$ cat src/rtl/serial_adder_ctrl.sv
// Bit-serial adder/subtractor: one shared full-adder cell, one bit per clock, LSB first.

// One-bit full adder cell shared by the serial datapath.
module fulladder (
    input  logic a,
    input  logic b,
    input  logic cin,
    output logic s,
    output logic cout
);
    assign s    = a ^ b ^ cin;
    assign cout = (a & b) | (cin & (a ^ b));
endmodule

module serial_adder_ctrl #(
    parameter int unsigned WIDTH = 8
) (
    input  logic             clk,
    input  logic             rst_n,
    input  logic             start,
    input  logic             sub,
    input  logic [WIDTH-1:0] a,
    input  logic [WIDTH-1:0] b,
    output logic             busy,
    output logic             done,
    output logic [WIDTH-1:0] sum,
    output logic             cout,
    output logic             ovf
);
    localparam int unsigned CNT_W = ($clog2(WIDTH) < 1) ? 1 : $clog2(WIDTH);

    localparam logic [1:0] S_IDLE = 2'd0;
    localparam logic [1:0] S_RUN  = 2'd1;
    localparam logic [1:0] S_DONE = 2'd2;

    logic [1:0]       state;
    logic [1:0]       state_nxt;
    logic [WIDTH-1:0] a_sh;
    logic [WIDTH-1:0] b_sh;
    logic [WIDTH-2:0] acc;
    logic [CNT_W-1:0] cnt;
    logic             carry;
    logic             cmsb;

    logic             accept_c;
    logic             run_c;
    logic             last_c;
    logic             fa_s_c;
    logic             fa_co_c;
    logic [WIDTH-1:0] acc_ext_c;

    // Shared cell sees the current LSBs and the stored carry.
    fulladder u_fa (
        .a    (a_sh[0]),
        .b    (b_sh[0]),
        .cin  (carry),
        .s    (fa_s_c),
        .cout (fa_co_c)
    );

    assign accept_c  = (state == S_IDLE) && start;
    assign run_c     = (state == S_RUN);
    assign last_c    = run_c && (cnt == CNT_W'(WIDTH - 1));
    // acc holds completed low bits; prepending the new bit forms the shifted result.
    assign acc_ext_c = {fa_s_c, acc};

    // Next-state logic.
    always_comb begin
        state_nxt = state;
        case (state)
            S_IDLE:  if (start) state_nxt = S_RUN;
            S_RUN:   if (last_c) state_nxt = S_DONE;
            S_DONE:  state_nxt = S_IDLE;
            default: state_nxt = S_IDLE;
        endcase
    end

    // State register with busy/done registered from the next state.
    always_ff @(posedge clk or negedge rst_n) begin
        if (!rst_n) begin
            state <= S_IDLE;
            busy  <= 1'b0;
            done  <= 1'b0;
        end else begin
            state <= state_nxt;
            busy  <= (state_nxt != S_IDLE);
            done  <= (state_nxt == S_DONE);
        end
    end

    // Serial datapath: operand shifters, carry chain and result capture.
    always_ff @(posedge clk or negedge rst_n) begin
        if (!rst_n) begin
            a_sh  <= '0;
            b_sh  <= '0;
            acc   <= '0;
            cnt   <= '0;
            carry <= 1'b0;
            cmsb  <= 1'b0;
            sum   <= '0;
            cout  <= 1'b0;
            ovf   <= 1'b0;
        end else if (accept_c) begin
            a_sh  <= a;
            b_sh  <= sub ? ~b : b;
            carry <= sub;
            cnt   <= '0;
            acc   <= '0;
        end else if (run_c) begin
            a_sh  <= a_sh >> 1;
            b_sh  <= b_sh >> 1;
            acc   <= acc_ext_c[WIDTH-1:1];
            carry <= fa_co_c;
            cnt   <= cnt + CNT_W'(1);
            if (cnt == CNT_W'(WIDTH - 2)) begin
                cmsb <= fa_co_c;
            end
            if (last_c) begin
                sum  <= acc_ext_c;
                cout <= fa_co_c;
                ovf  <= fa_co_c ^ cmsb;
            end
        end
    end
endmodule

$ cat config.mk
export PLATFORM = sky130hd
export DESIGN_NAME = serial_adder_ctrl
export DESIGN_NICKNAME = d
export VERILOG_FILES = /design/src/rtl/serial_adder_ctrl.sv
export SDC_FILE = /design/constraint.sdc
export NUM_CORES = 1
export LEC_CHECK = 0
export BUFFER_PORTS_ARGS = -buffer_cell sky130_fd_sc_hd__buf_2
export CAP_MARGIN = 5
export CORE_AREA = 2 2 84 54
export CTS_BUF_LIST = sky130_fd_sc_hd__clkbuf_8 sky130_fd_sc_hd__clkbuf_16
export DETAILED_ROUTE_END_ITERATION = 8
export DIE_AREA = 0 0 86 56
export PLACE_DENSITY = 0.7
export SYNTH_ARGS = -nofsm -noshare
export SYNTH_HDL_FRONTEND = slang
export SYNTH_HIERARCHICAL = 1
export SYNTH_SLANG_ARGS = --single-unit
$ cat constraint.sdc
create_clock -name clk -period 1.87 [get_ports clk]
set_input_delay 0.0935 -clock clk [delete_from_list [all_inputs] [get_ports clk]]
set_output_delay 0.0935 -clock clk [all_outputs]
set_load 0.03 [all_outputs]
==> out/metrics.yaml <==
timing:
  clock.fmax_mhz: 629
  slew_viol_final: 0
  min_period_over_period_pct: 85.0
  hold_ws_ns: 0.0877
  hold_violations: 0
  fin_worst_skew_ns: 0.0102
  rsz0062_at_grt: "false"
  fin_crit_ns: 1.59
  max_slew_margin_pct: 40.8
  setup_viol: 0
  tns_ns: 0
  worst_pin_slew_ns: 0.888
worst_setup_path:
  endpoint_kind: "flip-flop"
  reg2reg_to: "cnt[0]"
  required_ns: 2.09
  critical_path_class: "flip-flop to flip-flop"
  r2r_slack_ns: 0.28
  crit_fanout: 22
  slowest_delay_ns: 0.73
  worstReg2RegStart: "state[0]"
  reg2reg_depth: 3
  arrival_ns: 1.81
  slowest_stage: "o21bai_2"
  critPathLaunchType: "flip-flop"
  path_cells: "o21bai_2, inv_1, o21ai_1"
layout:
  finalNetCount: 216
  area.growth.synth_to_final_pct: 16.8
  layout-drive-gt1-share_pct: 32.8
  fin_util_pct: 56.4
  num_antenna_cells: 0
place:
  hpwl_um: 2670
  io_buffers: 31
  place_congestion: 0.751
grt:
  grt_util_all_layers_pct: 17.2
  grt_pass1_wl_um: 6420
  overflow: 0
  grt_antenna_before_repair: 0
  grt_max_degree: 23
  grt_pass1_vias: 1352
cts:
  clock-sinks: 42
  numCtsBuffers: 5
  clkTransAtPathRegs_ns: 0.08
  cts-resized-gates: 0
  cts.htree.levels: 2
  cts_root_buf: "clkbuf_8"
  postCtsSetupBuffers: 0
  cts_tree: "built"
  clkLatencyLatePin_ns: 0.30
  clockBufferDepth: 2
  ctsHoldBuffers: 1
detailed_routing:
  routed_via_density: 5.36
  post_drt_wl_per_cell_um: 15.5
  wl_um: 3760
  drc_errors: 0
  drtAntennaViolNets: 0
  dr.pass1.iters: 4
  first_iter_violations: 67
  vias: 1297
logic_synthesis:
  synth-xor-area-share_pct: 4.09
  synth_edf_count: 0
  synth_top_family_by_area: "compound AO/OA/AOI/OAI gates"
  yosysTopAreaCellShare_pct: 54.6
  ys_seq_area_share_pct: 54.6
  ys_ff_latch: 42
  synthAdderAreaFrac_pct: 2.99
  synth_common_cells: "dfrtp_1, nand2_1, a22oi_1"
  synth_mux_area_share_pct: 7.02
  async_flop_share_pct: 100
  netlist_instances: 157
  synth_largest_area_cell: "dfrtp_1"
  ys_types: 28
  synth_fp_nets: 181
  syn_area_sq_um: 1930
  avgSynthCellArea_sq_um: 12.3
  synth_simple_gate_area_share_pct: 7.54
  synth_ff_type: "dfrtp_1"
  ys_warn_count: 6
  synth.most_common_cell: "dfrtp_1"
  synth_compound_area_share_pct: 19.0
  synth_area_leaders: "dfrtp_1, mux2_4, nand2_1"
hold_path:
  hold_path_depth: 3
  min_path_type: "primary input to flip-flop"
  min_from: "a[1]"
  min_to: "a_sh[1]"
floorplan:
  dieArea_sq_um: 4820
  coreArea_sq_um: 3990
  start_util_pct: 48.3
  chipWidth_um: 86
  fp-row-count: 18
  die_h_um: 56
  ios: 32
power_and_ir_drop:
  p_per_area_nw_per_um2: 1630
  peakVddDrop_uv: 804
  p_leak_nw: 1.11
job:
  max_cap_violations: 0
status:
  status: "finished, final reports clean"
-- flip-flops by register name, indices dropped and copies added (netlist names), 2 cells and up --
signal,count
acc,7
b_sh,8
cnt,3
state,2
a_sh,8
sum,8
-- critical path, delay by kind of cell (launching register included) --
family,cells,cell delay [ns]
compound gates,2,0.88
flops,1,0.48
buf+inv,1,0.16
-- per-stage QoR --
stage,instance area (sq um),setup WS (ns),instances,power (mW)
floorplan,1930,0.442,157,2.57
global placement,2130,0.390,234,2.87
detailed placement,2130,0.323,234,2.95
CTS,2250,0.280,242,3.69
global route,2250,0.105,242,3.90
finish,2250,0.281,242,3.66
-- per-layer routing --
layer	GRT usage (%)	routed length, um
met5	0	0
met4	6.58	26
met3	4.30	178
met2	25.0	1710
met1	24.6	1850
-- how the worst max path moves through the flow --
stage | from | end | slack [ns] | depth (start not counted)
global placement | state[0] | cnt[0] | 0.39 | 3
global route | state[0] | cnt[0] | 0.11 | 3
CTS | state[0] | cnt[0] | 0.28 | 3
detailed placement | state[0] | cnt[0] | 0.32 | 3
finish | state[0] | cnt[0] | 0.28 | 3
floorplan | cnt[1] | sum[0] | 0.44 | 5
-- placed cells by master, fill, tap and decap left out --
master	n
mux2_4	6
buf_2	31
nand2b_1	1
and2b_1	1
o221ai_2	6
nand3b_4	1
xnor2_1	9
dlygate4sd3_1	1
mux2_1	1
nand3_1	1
o211ai_2	1
o21ai_1	5
bufinv_16	1
fa_1	1
mux2_2	3
a2bb2oi_1	3
inv_1	6
nor2_1	1
nand2_1	24
a21oi_1	1
nor2b_1	2
ha_1	3
a22oi_1	11
clkbuf_8	6
a22o_1	9
dfrtp_1	42
o21ai_0	7
buf_4	7
o21bai_2	1
-- final cells by class --
cell class	count	area (sq um)
multi-input combinational	98	783
fill	355	1740
timing repair buffer	39	218
inverter	6	22.5
tap	50	62.6
clock buffer	6	82.6
clock inverter	1	30.0
sequential	42	1050
-- logic make-up after synthesis --
family                   count (synthesis)
AO/OA/AOI/OAI                           44
flip-flops                              42
AND/OR/NAND/NOR                         31
buffers and inverters                   17
multiplexers                            10
XOR/XNOR                                 9
adder cells (fa/ha/maj)                  4
-- power by group --
group	internal, mW	switching [mW]
Clock	0.427	0.305
Combinational	0.629	0.750
Sequential	1.28	0.267
Total	2.34	1.32
(Power assumes the default switching activity.)
